## src/rtl/ram_burst_pkg.sv

```systemverilog
`default_nettype none
// ==========================================================================
// ram_burst_pkg : op codes, FSM encoding and default widths for the burst master
// Rev 1.0
// ==========================================================================
package ram_burst_pkg;

  localparam int DEFAULT_ADDR_W = 4;
  localparam int DEFAULT_DATA_W = 8;

  typedef logic [1:0] op_t;

  localparam op_t OP_READ  = 2'b00;
  localparam op_t OP_WRITE = 2'b01;
  localparam op_t OP_CLEAR = 2'b10;
  localparam op_t OP_RSVD  = 2'b11;

  localparam int STATE_W = 3;

  localparam logic [2:0] ST_IDLE  = 3'd0;
  localparam logic [2:0] ST_READ  = 3'd1;
  localparam logic [2:0] ST_WRITE = 3'd2;
  localparam logic [2:0] ST_CLEAR = 3'd3;
  localparam logic [2:0] ST_DRAIN = 3'd4;
  localparam logic [2:0] ST_DONE  = 3'd5;

endpackage
`default_nettype wire

```

## src/rtl/ram_burst_if.sv

```systemverilog
`default_nettype none
// ==========================================================================
// ram_burst_if : command, write-beat, read-beat and RAM signals of the burst master
// Rev 1.0
// ==========================================================================
interface ram_burst_if
  import ram_burst_pkg::*;
#(
  parameter int ADDR_W = DEFAULT_ADDR_W,
  parameter int DATA_W = DEFAULT_DATA_W
);
  logic              cmd_valid;
  logic              cmd_ready;
  logic [1:0]        cmd_op;
  logic [ADDR_W-1:0] cmd_addr;
  logic [ADDR_W-1:0] cmd_len;
  logic              wr_valid;
  logic              wr_ready;
  logic [DATA_W-1:0] wr_data;
  logic              rd_valid;
  logic [DATA_W-1:0] rd_data;
  logic              done;
  logic              err;
  logic              ram_cs;
  logic              ram_read;
  logic              ram_write;
  logic [ADDR_W-1:0] ram_addr;
  logic [DATA_W-1:0] ram_data_in;
  logic [DATA_W-1:0] ram_value;

  modport master (
    input  cmd_valid, cmd_op, cmd_addr, cmd_len, wr_valid, wr_data, ram_value,
    output cmd_ready, wr_ready, rd_valid, rd_data, done, err,
           ram_cs, ram_read, ram_write, ram_addr, ram_data_in
  );

  modport slave (
    output cmd_valid, cmd_op, cmd_addr, cmd_len, wr_valid, wr_data, ram_value,
    input  cmd_ready, wr_ready, rd_valid, rd_data, done, err,
           ram_cs, ram_read, ram_write, ram_addr, ram_data_in
  );
endinterface
`default_nettype wire

```

## src/rtl/ram_rd_pipe.sv

```systemverilog
`default_nettype none
// ==========================================================================
// ram_rd_pipe : 2-stage read-valid tracker and read-data capture register
// Rev 1.0
// ==========================================================================
module ram_rd_pipe
  import ram_burst_pkg::*;
#(
  parameter int DATA_W = DEFAULT_DATA_W
) (
  input  logic              clk,
  input  logic              rst_n,
  input  logic              clr,
  input  logic              strobe,
  input  logic [DATA_W-1:0] ram_value,
  output logic              busy,
  output logic              rd_valid,
  output logic [DATA_W-1:0] rd_data
);
  logic stage1;
  logic stage2;

  // stage1 marks the cycle the RAM presents data; stage2 marks the captured beat
  always_ff @(posedge clk or negedge rst_n) begin
    if (!rst_n) begin
      stage1  <= 1'b0;
      stage2  <= 1'b0;
      rd_data <= '0;
    end else if (clr) begin
      stage1  <= 1'b0;
      stage2  <= 1'b0;
    end else begin
      stage1 <= strobe;
      stage2 <= stage1;
      if (stage1) rd_data <= ram_value;
    end
  end

  assign busy     = stage1;
  assign rd_valid = stage2;

endmodule
`default_nettype wire

```

## src/rtl/ram_burst_master.sv

```systemverilog
`default_nettype none
// ==========================================================================
// ram_burst_master : burst READ/WRITE/CLEAR engine for a registered-read RAM
// CLEAR op is enabled by defining RAM_BURST_CLEAR_EN.       Rev 1.0
// ==========================================================================
module ram_burst_master
  import ram_burst_pkg::*;
#(
  parameter int ADDR_W = DEFAULT_ADDR_W,
  parameter int DATA_W = DEFAULT_DATA_W
) (
  input  logic        clk,
  input  logic        rst_n,
  ram_burst_if.master bus
);
  logic [STATE_W-1:0] state;
  logic [STATE_W-1:0] nxt_state;
  logic [ADDR_W-1:0]  addr;
  logic [ADDR_W-1:0]  cnt;
  logic               err_q;
  logic               cmd_ready_q;
  logic               cmd_fire;
  logic               wr_fire;
  logic               last_beat;
  logic               pipe_busy;
  logic               pipe_valid;
  logic [DATA_W-1:0]  pipe_data;

  assign cmd_fire  = bus.cmd_valid & cmd_ready_q;
  assign wr_fire   = (state == ST_WRITE) & bus.wr_valid;
  assign last_beat = (cnt == '0);

  always_comb begin
    nxt_state = state;
    case (state)
      ST_IDLE: begin
        if (cmd_fire) begin
          case (bus.cmd_op)
            OP_READ:  nxt_state = ST_READ;
            OP_WRITE: nxt_state = ST_WRITE;
`ifdef RAM_BURST_CLEAR_EN
            OP_CLEAR: nxt_state = ST_CLEAR;
`else
            OP_CLEAR: nxt_state = ST_DONE;
`endif
            OP_RSVD:  nxt_state = ST_DONE;
          endcase
        end
      end
      ST_READ:  if (last_beat) nxt_state = ST_DRAIN;
      ST_WRITE: if (wr_fire && last_beat) nxt_state = ST_DONE;
`ifdef RAM_BURST_CLEAR_EN
      ST_CLEAR: if (last_beat) nxt_state = ST_DONE;
`else
      ST_CLEAR: nxt_state = ST_DONE;
`endif
      // Leave only once the last strobe has travelled through the capture register
      ST_DRAIN: if (!bus.ram_read && !pipe_busy) nxt_state = ST_DONE;
      ST_DONE:  nxt_state = ST_IDLE;
      default:  nxt_state = ST_IDLE;
    endcase
  end

  always_ff @(posedge clk or negedge rst_n) begin
    if (!rst_n) begin
      state           <= ST_IDLE;
      addr            <= '0;
      cnt             <= '0;
      err_q           <= 1'b0;
      cmd_ready_q     <= 1'b0;
      bus.ram_cs      <= 1'b0;
      bus.ram_read    <= 1'b0;
      bus.ram_write   <= 1'b0;
      bus.ram_addr    <= '0;
      bus.ram_data_in <= '0;
    end else begin
      state         <= nxt_state;
      cmd_ready_q   <= (nxt_state == ST_IDLE);
      bus.ram_cs    <= 1'b0;
      bus.ram_read  <= 1'b0;
      bus.ram_write <= 1'b0;
      case (state)
        ST_IDLE: begin
          if (cmd_fire) begin
            addr  <= bus.cmd_addr;
            cnt   <= bus.cmd_len;
            err_q <= (nxt_state == ST_DONE);
          end
        end
        ST_READ: begin
          bus.ram_cs   <= 1'b1;
          bus.ram_read <= 1'b1;
          bus.ram_addr <= addr;
          addr         <= addr + 1'b1;
          cnt          <= cnt - 1'b1;
        end
        ST_WRITE: begin
          if (wr_fire) begin
            bus.ram_cs      <= 1'b1;
            bus.ram_write   <= 1'b1;
            bus.ram_addr    <= addr;
            bus.ram_data_in <= bus.wr_data;
            addr            <= addr + 1'b1;
            cnt             <= cnt - 1'b1;
          end
        end
`ifdef RAM_BURST_CLEAR_EN
        ST_CLEAR: begin
          bus.ram_cs      <= 1'b1;
          bus.ram_write   <= 1'b1;
          bus.ram_addr    <= addr;
          bus.ram_data_in <= '0;
          addr            <= addr + 1'b1;
          cnt             <= cnt - 1'b1;
        end
`endif
        default: ;
      endcase
    end
  end

  ram_rd_pipe #(.DATA_W(DATA_W)) u_rd_pipe (
    .clk       (clk),
    .rst_n     (rst_n),
    .clr       (state == ST_IDLE),
    .strobe    (bus.ram_read),
    .ram_value (bus.ram_value),
    .busy      (pipe_busy),
    .rd_valid  (pipe_valid),
    .rd_data   (pipe_data)
  );

  assign bus.cmd_ready = cmd_ready_q;
  assign bus.wr_ready  = (state == ST_WRITE);
  assign bus.rd_valid  = pipe_valid;
  assign bus.rd_data   = pipe_data;
  assign bus.done      = (state == ST_DONE);
  assign bus.err       = (state == ST_DONE) & err_q;

endmodule
`default_nettype wire

```

## src/flat_wrapper.sv

```systemverilog
// flat-port wrapper written by rule: the top's interface ports become plain ports
module ram_burst_master_flat import ram_burst_pkg::*;
#(
  parameter int ADDR_W = DEFAULT_ADDR_W,
  parameter int DATA_W = DEFAULT_DATA_W
)
  (clk, rst_n, bus_cmd_valid, bus_cmd_op, bus_cmd_addr, bus_cmd_len, bus_wr_valid, bus_wr_data, bus_ram_value, bus_cmd_ready, bus_wr_ready, bus_rd_valid, bus_rd_data, bus_done, bus_err, bus_ram_cs, bus_ram_read, bus_ram_write, bus_ram_addr, bus_ram_data_in);
  ram_burst_if #(.ADDR_W(ADDR_W), .DATA_W(DATA_W)) bus_i ();
  input  logic clk;
  input  logic rst_n;
  input wire logic [$bits(bus_i.cmd_valid)-1:0] bus_cmd_valid;
  input wire logic [$bits(bus_i.cmd_op)-1:0] bus_cmd_op;
  input wire logic [$bits(bus_i.cmd_addr)-1:0] bus_cmd_addr;
  input wire logic [$bits(bus_i.cmd_len)-1:0] bus_cmd_len;
  input wire logic [$bits(bus_i.wr_valid)-1:0] bus_wr_valid;
  input wire logic [$bits(bus_i.wr_data)-1:0] bus_wr_data;
  input wire logic [$bits(bus_i.ram_value)-1:0] bus_ram_value;
  output wire logic [$bits(bus_i.cmd_ready)-1:0] bus_cmd_ready;
  output wire logic [$bits(bus_i.wr_ready)-1:0] bus_wr_ready;
  output wire logic [$bits(bus_i.rd_valid)-1:0] bus_rd_valid;
  output wire logic [$bits(bus_i.rd_data)-1:0] bus_rd_data;
  output wire logic [$bits(bus_i.done)-1:0] bus_done;
  output wire logic [$bits(bus_i.err)-1:0] bus_err;
  output wire logic [$bits(bus_i.ram_cs)-1:0] bus_ram_cs;
  output wire logic [$bits(bus_i.ram_read)-1:0] bus_ram_read;
  output wire logic [$bits(bus_i.ram_write)-1:0] bus_ram_write;
  output wire logic [$bits(bus_i.ram_addr)-1:0] bus_ram_addr;
  output wire logic [$bits(bus_i.ram_data_in)-1:0] bus_ram_data_in;
  assign bus_i.cmd_valid = bus_cmd_valid;
  assign bus_i.cmd_op = bus_cmd_op;
  assign bus_i.cmd_addr = bus_cmd_addr;
  assign bus_i.cmd_len = bus_cmd_len;
  assign bus_i.wr_valid = bus_wr_valid;
  assign bus_i.wr_data = bus_wr_data;
  assign bus_i.ram_value = bus_ram_value;
  assign bus_cmd_ready = bus_i.cmd_ready;
  assign bus_wr_ready = bus_i.wr_ready;
  assign bus_rd_valid = bus_i.rd_valid;
  assign bus_rd_data = bus_i.rd_data;
  assign bus_done = bus_i.done;
  assign bus_err = bus_i.err;
  assign bus_ram_cs = bus_i.ram_cs;
  assign bus_ram_read = bus_i.ram_read;
  assign bus_ram_write = bus_i.ram_write;
  assign bus_ram_addr = bus_i.ram_addr;
  assign bus_ram_data_in = bus_i.ram_data_in;
  ram_burst_master #(.ADDR_W(ADDR_W), .DATA_W(DATA_W)) u_core (.clk(clk), .rst_n(rst_n), .bus(bus_i));
endmodule
```

## config.mk

```make
export PLATFORM = sky130hd
export DESIGN_NAME = ram_burst_master_flat
export DESIGN_NICKNAME = d
export VERILOG_FILES = /design/src/rtl/ram_burst_pkg.sv /design/src/rtl/ram_burst_if.sv /design/src/rtl/ram_rd_pipe.sv /design/src/rtl/ram_burst_master.sv /design/src/flat_wrapper.sv
export SDC_FILE = /design/constraint.sdc
export NUM_CORES = 1
export LEC_CHECK = 0
export ABC_AREA = 1
export CORE_AREA = 4 4 53 91
export CTS_CLUSTER_SIZE = 40
export DETAILED_ROUTE_END_ITERATION = 10
export DIE_AREA = 0 0 57 95
export PLACE_DENSITY_LB_ADDON = 0.08
export SETUP_SLACK_MARGIN = 0.1
export SLEW_MARGIN = 20
export SYNTH_ARGS = -nofsm -noshare
export SYNTH_HDL_FRONTEND = slang
export SYNTH_SLANG_ARGS = --single-unit
```

## constraint.sdc

```tcl
create_clock -name clk -period 2.3 [get_ports clk]
set_clock_uncertainty 0.1 [all_clocks]
set_input_delay 0.575 -clock clk [delete_from_list [all_inputs] [get_ports clk]]
set_output_delay 0.575 -clock clk [all_outputs]
set_load 0.02 [all_outputs]
```

Word level (Yosys, flattened, before mapping)
Index checks and enable logic that the tools add are counted.
Operators by class
  add/sub/neg operators: 2
  equality and inequality tests: 11
  mux-type cells: 20
  bitwise logic cells: 4
  reductions and logical operators: 16
Operators by type and width (number)
  case mux 4 bit (3 select lines): 2
  two-way mux 4 bit: 5
  case mux 3 bit (5 select lines): 1
  two-way mux 3 bit: 4
  equality test 3 bit, second input constant: 3
  case mux 3 bit (3 select lines): 1
  case mux 4 bit (2 select lines): 1
  AND reduction 2 bit: 4
  equality test 3 x 2 -> 1 bit, second input constant: 2
  zero test 3 bit: 2
  two-way mux 1 bit: 5
  adder 4 x 1 -> 4 bit, second input constant: 1
  equality test 2 bit, second input constant: 2
  zero test 4 bit: 1
  != test 2 x 1 -> 1 bit, second input constant: 2
  subtractor 4 x 1 -> 4 bit, second input constant: 1
  AND 1 bit: 3
  equality test 3 x 1 -> 1 bit, second input constant: 1
  AND reduction 3 bit: 1
  nonzero test 3 bit: 1
  equality test 2 x 1 -> 1 bit, second input constant: 1
  logical AND 1 bit: 2
  zero test 1 bit: 2
  zero test 2 bit: 1
  other kinds (4): 4
Word-level totals
  bits in registers: 38
  output and inout bits: 28
  word-level logic and storage cells: 66

Depth between registers and ports, before layout
  word-level depth: 6
  gate-level depth with buffers: 9
  depth with buffers taken out: 8

Cells and area by module
From an unflattened synthesis, not the netlist that was laid out.
Unflattened totals
  cell total of the unflattened synthesis: 223
  area, all modules: 1809.2 um2
Modules (own cells, without submodules)
  ram_burst_master: times used 1, cells each 183, area an instance 1407.6 um2, seq. area each 700.7 um2
  ram_rd_pipe: times used 1, cells each 40, area an instance 401.6 um2, seq. area each 250.2 um2

Worst setup path before layout
No wires, ideal clock.
  kind: register -> output
  from: register u_core.state[1]
  to: output bus_err
  arrival time: 1.097 ns
  data required time: 1.625 ns
  path slack: 0.528 ns
  stages on the path, launching flop included: 4
  buffers on the path: 0
  cell sequence: dfrtp_1 -> inv_1 -> nand2_1 -> nor3_1
Between the ends
  longest elaborated chain between the ends: 2
RTL lines
  start: declaration: line ram_burst_master.sv:16  | logic [STATE_W-1:0] state;
  start signal: assignment: line ram_burst_master.sv:77  | state <= nxt_state;
  equality test 3 bit: line ram_burst_master.sv:138  | assign bus.err = (state == ST_DONE) & err_q;
  AND 1 bit: line ram_burst_master.sv:138
  end: declaration: line flat_wrapper.sv:23  | output wire logic [$bits(bus_i.err)-1:0] bus_err;
No other way between the ends.

Worst setup path after layout
  from: register u_core.state[0]
  to: output bus_wr_ready
Between the ends
  longest elaborated chain between the ends: 1
RTL lines
  equality test 3 x 2 -> 1 bit: line ram_burst_master.sv:134  | assign bus.wr_ready = (state == ST_WRITE);
  end: declaration: line flat_wrapper.sv:19  | output wire logic [$bits(bus_i.wr_ready)-1:0] bus_wr_ready;
No other way between the ends.

==> results_dict.tcl <==
set metrics [dict create \
    outcome "finished clean" \
    reg2reg_depth 8 \
    ant_nets 0 \
    wire_per_inst_um 12.2 \
    start_kind "register" \
    path_clk_slew_ps 70 \
    vias 1485 \
    routed_wl_um 3820 \
    synth_largest_area_cell "dfrtp_1" \
    crit_required_ps 1620 \
    power.switching_mw 1.43 \
    ys_warn_count 0 \
    io_pins 58 \
    worstPathMaxFanout 6 \
    cts_root_buf "clkbuf_8" \
    p_leak_nw 1.25 \
    synth_ff_type "dfrtp_1" \
    grt_setup_unrepaired "false" \
    syn-mean-instance-area_um2 9.07 \
    grt_antenna_before_repair 0 \
    post-route-period-util_pct 91.3 \
    numCtsBuffers 5 \
    clock-sinks 38 \
    drc 0 \
    die_y_um 95 \
    postSynthCellCount 199 \
    placement_rows 31 \
    synth-seq-area-share_pct 52.7 \
    routabilityCongestion 0.830 \
    place_hpwl_um 3040 \
    finalSetupTns_ps 0 \
    h-tree-depth 2 \
    hold_viol 0 \
    r2r-start "u_core.state[2]" \
    final_nets 295 \
    min_period_ps 2100 \
    grt_pass1_vias 1467 \
    netlist_top_cells_area "dfrtp_1 53%, nand2_1 15%, mux2_2 5.0%" \
    yosysTopAreaCellShare_pct 52.7 \
    die_w_um 57 \
    pwr-share-comb_pct 51.9 \
    slew_headroom_pct 68.1 \
    internal_power_mw 2.07 \
    clk_path_buf_depth 2 \
    post_cts_buffers 0 \
    stdcell_area_um2 2530 \
    grt_max_degree 39 \
    globalRoute.totalOverflow 0 \
    drv_slew 0 \
    vias_per_cell 4.74 \
    seqPwrFrac_pct 33.3 \
    ys_ff_latch 38 \
    tightestPinTransition_ps 479 \
    grt_first_pass_wirelength_um 6560 \
    synth_cell_types 28 \
    initial_core_util_pct 43.9 \
    cts_tree "yes" \
    critPathKind "register to primary output" \
    regToRegSetupSlack_ps 740 \
    diodes 0 \
    final_common_cell "nand2_1" \
    worstReg2RegEnd "u_core.addr[0]" \
    clock_power_share_pct 14.8 \
    cts_hold_buf 0 \
    endpoint_kind "primary output" \
    area_delta_synth_final_pct 40.3 \
    synth_fp_nets 231 \
    dieArea_um2 5420 \
    drive_gt1_share_pct 15.2 \
    fmax_ghz 0.476 \
    cp.arrival_ps 1430 \
    setup_viol 0 \
    drt_iter0_markers 45 \
    core_area_um2 4110 \
    grt_use_total_pct 15.8 \
    final_cell_mix "70 x nand2_1, 53 x clkdlybuf4s50_1, 38 x dfrtp_1" \
    holdCritPathClass "primary input to asynchronous set/reset pin" \
    netSwitchingFraction_pct 40.8 \
    peakVddDrop_uv 1120 \
    io_buffers 57 \
    p_per_area_nw_per_um2 1380 \
    dpl_cell_area_um2 2420 \
    async_reset_ff_share_pct 100 \
    detail_route.first_pass.iterations 4 \
    clk_latency_ps 280 \
    synth-edff-count 0 \
    cap_violations 0 \
    netlist_area_um2 1810 \
]
==> critical path, stage by stage, from the launching register on <==
cell and delay, ps:
dfrtp_1 440, nor2_2 190, nand2_4 130, inv_4 80, clkdlybuf4s15_1 290
==> stage by stage <==
stage / util, % / worst slack, ps / power (mW) / std cells / hold slack, ps
final: 61.6 / 200 / 3.49 / 313 / 236
after global routing: 61.6 / 119 / 3.80 / 313 / 269
after CTS: 61.6 / 153 / 3.55 / 313 / 244
after detailed placement: 59.0 / 205 / 3.03 / 305 / 359
after global placement: 59.0 / 220 / 3.00 / 305 / 353
after floorplan: - / 528 / 2.37 / 199 / 179
==> flip-flops by register name, summed over array words and instances, names as in the netlist <==
register	count
u_core.bus.ram_cs	1
u_core.u_rd_pipe.rd_valid	1
u_core.bus.ram_read	1
u_core.bus.ram_addr	4
u_core.bus.cmd_ready	1
u_core.cnt	4
u_core.u_rd_pipe.rd_data	8
u_core.u_rd_pipe.busy	1
u_core.err_q	1
u_core.bus.ram_data_in	8
u_core.bus.ram_write	1
u_core.state	3
u_core.addr	4
==> synth_stat cells (2+ instances only) <==
cell / n
nand3_1: 6
a21oi_1: 2
buf_6: 2
dfrtp_1: 38
nand2_4: 3
inv_1: 20
nand2_2: 2
o21ai_2: 4
o21ai_1: 2
nor2_1: 13
mux2_2: 8
o21ai_0: 10
nor2_2: 2
inv_2: 3
ha_1: 2
nand2_1: 70
==> final cells by class <==
type | instances | area, µm²
tap | 49 | 61.3
multi-input combinational | 135 | 739
clock buffer | 8 | 110
timing repair buffer | 59 | 578
sequential | 38 | 951
inverter | 24 | 92.6
fill | 387 | 1580
==> metal layers <==
layer  GRT usage (%)  wire [µm]
met1            16.0       1420
met2            29.8       2090
met3            4.10        246
met4            6.38         69
met5               0          0
==> cell families after synthesis <==
logic type,share of synthesized area [%]
AND/OR/NAND/NOR,27.0
flip-flops,52.7
buffers and inverters,6.38
AO/OA/AOI/OAI,7.14
multiplexers,4.99
adder cells (fa/ha/maj),1.39
XOR/XNOR,0.485
==> worst max path at each step <==
stage | from | endpoint | slack (ps) | cells after the start
5_1_grt | u_core.state[0] | bus_wr_ready | 120 | 4
3_3_place_gp | u_core.state[0] | bus_wr_ready | 220 | 4
3_5_place_dp | u_core.state[0] | bus_wr_ready | 200 | 4
2_1_floorplan | u_core.state[1] | bus_err | 530 | 3
6_report | u_core.state[0] | bus_wr_ready | 200 | 4
4_1_cts | u_core.state[0] | bus_wr_ready | 150 | 4
==> power by group through the flow <==
stage          logic [mW]  clock network [mW]  registers, mW
4_1_cts              1.85               0.539           1.17
2_1_floorplan       0.956                   0           1.41
3_3_place_gp         1.83                   0           1.17
6_report             1.81               0.517           1.16
3_5_place_dp         1.85                   0           1.18
5_1_grt              2.02               0.571           1.21
==> what timing repair did <==
| action | CTS | global route |
|---|---|---|
| setup endpoints to repair | 3 | 1 |
| resized for setup | 3 | 1 |
| cloned | 0 | 0 |
No activity file was read; power rests on OpenSTA's default activity.
==> variant 1, RTL diff (same settings) <==
`DEFAULT_DATA_W`: 8 -> 6.
--- a/src/rtl/ram_burst_pkg.sv
+++ b/src/rtl/ram_burst_pkg.sv
@@ -6,7 +6,7 @@
 package ram_burst_pkg;
 
   localparam int DEFAULT_ADDR_W = 4;
-  localparam int DEFAULT_DATA_W = 8;
+  localparam int DEFAULT_DATA_W = 6;
 
   typedef logic [1:0] op_t;
 
Interface: changed (resized bus_ram_data_in, bus_ram_value, bus_rd_data and bus_wr_data); port bits go from 58 to 50. The function was not compared with the original's and may differ.
==> variant 1 against the unedited design <==
Sequential power is 9% lower. Highest routed layer unchanged. Sequential share of layout area is 0.45 points lower. Final area is 9.4% lower. Largest cell class unchanged. Total power is 6.3% lower. Sequential cell count is 4 lower. Utilization is 5.8 points lower. Critical endpoint unchanged. Count of clock-buffer cells in the layout is 2 lower. Area after synthesis is 9.2% lower. Worst setup slack better by 0.019 ns. Die area stayed put. Wire length is 10% lower.
==> variant 1: results (changes against the unedited design) <==
Starting DRT DRC Count 78 (+73%); number of antenna diodes 0 (unchanged); post-DP HPWL 2.78 mm (-8.7%); H-tree depth 2 (unchanged); Final Hold Vio Count 0 (unchanged); Num CTS Buffers 5 (unchanged); synth cell count leaders nand2_1, dfrtp_1, inv_1, nor2_1, o21ai_1; GPL Wtd Cong 0.851 (+2.6%); top_reg_cell synth dfrtp_1; Hold Crit Class flip-flop to flip-flop; vias in the first global route 1,346 (-8.2%); FILL cells 397 (+2.6%); largest net degree at the start of global routing 35 (-10%); share of layout cells above drive strength 1 15.0% (-0.15 points); Synth cell types 27 (-3.6%); Data arrival, critical path 1.41 ns (-0.02 ns); Pleak 1.12 nW (-11%); Root Buffer clkbuf_8; CTS Buffer Depth 2 (unchanged); clk_lat worst skew 0.28 ns (about the same); gr usage total 14.5% (-1.3 points); worst vdd ir 0.886 mV (-21%); dominant cells by area after synthesis dfrtp_1, nand2_1, inv_1; syn nets 212 (-8.2%); Top Registers u_core.bus.ram_data_in (6), u_core.u_rd_pipe.rd_data (6); register area share after synthesis 51.9% (-0.76 points); largest stage delay on the critical path 0.45 ns; Reg clk slew, reported paths 0.07 ns (about the same); hold path startpoint u_core.u_rd_pipe.rd_data[0]; Worst Path Max Fanout 6 (unchanged); 1st-pass router iterations 3 (-1); slowest cell on the critical path dfrtp_1; final setup vio count 0 (unchanged); Synth Warn # 0 (unchanged); share of synthesized registers carrying an async set or reset 100% (unchanged); final WL 3.43 mm (-10%); fin nets 268 (-9.2%); Rel. slew slack 72.2% (+4.1 points); initial antenna violation count 0 (unchanged); IO Port Bufs 49 (-14%); status finished, final reports clean; first-pass GRT wire length 5.90 mm (-10%); vias per cell 4.55 (-4.2%); critical path startpoint u_core.state[0]
## variant 1: changes by cell type after synthesis
| cell | delta |
|---|---|
| o21ai_1 | +5 |
| nor2_1 | +1 |
| nand2_2 | -1 |
| inv_1 | -1 |
| nor2_2 | +1 |
| dfrtp_1 | -4 |
| o21ai_0 | -6 |
| nor2_8 | -1 |
| nand4_1 | +1 |
| inv_4 | +1 |
| a21oi_1 | +2 |
| mux2_2 | -2 |
| nand2_1 | -11 |
## variant 1: where the power goes
part / total, mW / internal (mW) / switching (mW)
Sequential: 1.05 / 0.882 / 0.169
Clock: 0.547 / 0.346 / 0.200
Combinational: 1.67 / 0.719 / 0.955
Total: 3.27 / 1.95 / 1.32
## variant 1: critical path, delay by kind of cell, from the launching register on
family | cells | cell delay, ns
buffers and inverters | 2 | 0.38
AND/OR/NAND/NOR | 2 | 0.30
flip-flops | 1 | 0.45
## variant 1: kinds of logic after synthesis
| kind of cell | share of synthesized area, % |
|---|---|
| mux | 4.12 |
| flops | 51.9 |
| buf+inv | 7.18 |
| compound gates | 8.17 |
| xor+xnor | 0.534 |
| fa+ha+maj | 1.53 |
| simple gates | 26.6 |
## variant 1: routing by layer
metal | part of all wire, % | global-route usage (%)
met1 | 36 | 14.4
met2 | 57 | 27.5
met3 | 5.5 | 3.83
met4 | 2.0 | 6.38
met5 | 0 | 0
## variant 1: timing repair
item	CTS	global route
resized for setup	3	1
setup endpoints to repair	3	1
buffers inserted	0	0
## variant 1: per-stage QoR
step	hold WS (ns)	instances	setup WS (ns)	power (mW)	cell area (um^2)
after CTS	0.375	289	0.168	3.33	2290
after global placement	0.352	282	0.227	2.75	2180
after global routing	0.401	289	0.130	3.58	2290
after floorplan	0.179	184	0.554	2.19	1640
final	0.370	289	0.219	3.27	2290
after detailed placement	0.359	282	0.210	2.78	2180
## variant 1: final timing paths
check,end,slack (ns),cells past startpoint
min,u_core.u_rd_pipe.rd_data[0],0.37,2
max,bus_wr_ready,0.22,4
min reg2reg,u_core.u_rd_pipe.rd_data[0],0.37,2
max in group asynchronous,u_core.cnt[3],1.20,2
max reg2reg,u_core.bus.ram_data_in[5],0.72,4
min in group asynchronous,u_core.u_rd_pipe.rd_data[0],0.60,2
## variant 1: area by class of cell
type                            instances  area share [%]
Clock buffer                            6            3.60
Clock inverter                          1            1.31
Timing Repair Buffer                   51            21.9
Tap cell                               49            2.67
Inverter                               24            4.15
Sequential cell                        34            37.1
Multi-Input combinational cell        124            29.2
==> variant 2, RTL diff (config.mk and constraints unchanged) <==
Without the edit above. Register the output `bus.err`, without a reset; this adds one clock of latency there.
--- a/src/rtl/ram_burst_master.sv
+++ b/src/rtl/ram_burst_master.sv
@@ -135,7 +135,9 @@
   assign bus.rd_valid  = pipe_valid;
   assign bus.rd_data   = pipe_data;
   assign bus.done      = (state == ST_DONE);
-  assign bus.err       = (state == ST_DONE) & err_q;
+  always_ff @(posedge clk) begin
+    bus.err <= (state == ST_DONE) & err_q;
+  end
 
 endmodule
 `default_nettype wire
Formal check against the unedited RTL: not equivalent (a bounded check fails within 4 cycles, from zero or initial values and one cycle with rst_n low).
==> variant 2 against the unedited design <==
Wire length fell by 1.6%. Total power fell by 0.38%. Final area rose by 0.20%. Area after synthesis rose by 1.1%. Worst hold slack got worse by 0.0086 ns. Sequential cell count rose by 1. Worst setup slack barely moved. Highest routed layer unchanged.
==> variant 2: results (changes against the unedited design) <==
Pleak 1.24 nW (-0.89%); Non-clk bufs 58 (-1.7%); initial antenna violation count 0 (unchanged); P_clk 0.490 mW (-5.2%); Seq area share 38.3% (+0.71 points); final WL 3.76 mm (-1.6%); routed metal-1 wire length 1.45 mm (+2.0%); 1st-pass router iterations 6 (+2); status finished, final reports clean; Starting DRT DRC Count 51 (+13%); buffering overhead 22.6% (-0.24 points); Synth cell types 29 (+3.6%); vias per cell 4.66 (-1.7%); placed standard-cell area 2440 um^2 (+0.52%); DR WL/cell 12.0 um (-1.6%); xor-xnor portion of the synthesized cell area 0.480% (-0.0053 points); GPL Wtd Cong 0.818 (-1.4%); register area share after synthesis 53.2% (+0.52 points); dominant cells by area after synthesis dfrtp_1, nand2_1, mux2_2; FILL cells 368 (-4.9%); Cell Pwr Density 1370 nW/um^2 (-0.58%); Worst R2R Setup Slack 0.71 ns (-0.03 ns); seq_cells 39 (+2.6%); switching share of power 40.9% (+0.099 points); routed wl met2 2.06 mm (-1.7%); utilization after layout 61.7% (+0.12 points); worst vdd ir 0.811 mV (-27%); vias in the first global route 1,512 (+3.1%); post-synthesis mux area share 4.93% (-0.055 points); share of synthesized registers carrying an async set or reset 97.4% (-2.6 points); share of layout cells above drive strength 1 14.4% (-0.76 points); first-pass GRT wire length 6.83 mm (+4.2%); gr usage total 16.2% (+0.46 points); Worst-Margin Slew 0.470 ns (-0.00946 ns); grt met1 use 17.6% (+1.7 points); met3 track demand over resource 3.42% (-0.68 points); Clock Network Area Fraction 3.94% (-0.40 points); DR WL met3 199 um (-19%)
[variant 2: what timing repair did]
action | in CTS | in global routing
setup endpoints to repair | 2 | 2
setup buffers | 0 | 0
gates resized for setup | 2 | 2
pin swaps | 0 | 0
[variant 2: per-stage QoR]
step / setup slack [ns] / hold WS (ns)
finish: 0.200 / 0.228
global route: 0.106 / 0.276
CTS: 0.154 / 0.247
detailed placement: 0.202 / 0.357
global placement: 0.222 / 0.352
floorplan: 0.702 / 0.179
[variant 2: worst paths after layout]
| kind | from | end | cells past startpoint |
|---|---|---|---|
| min reg2reg | u_core.u_rd_pipe.rd_data[1] | u_core.u_rd_pipe.rd_data[1] | 2 |
| max reg2reg | u_core.cnt[0] | u_core.bus.cmd_ready | 8 |
| max | u_core.state[0] | bus_wr_ready | 4 |
| min | rst_n | u_core.u_rd_pipe.rd_data[0] | 2 |
| min in group clk | u_core.u_rd_pipe.rd_data[1] | u_core.u_rd_pipe.rd_data[1] | 2 |
| max in group asynchronous | rst_n | u_core.bus.ram_data_in[0] | 2 |
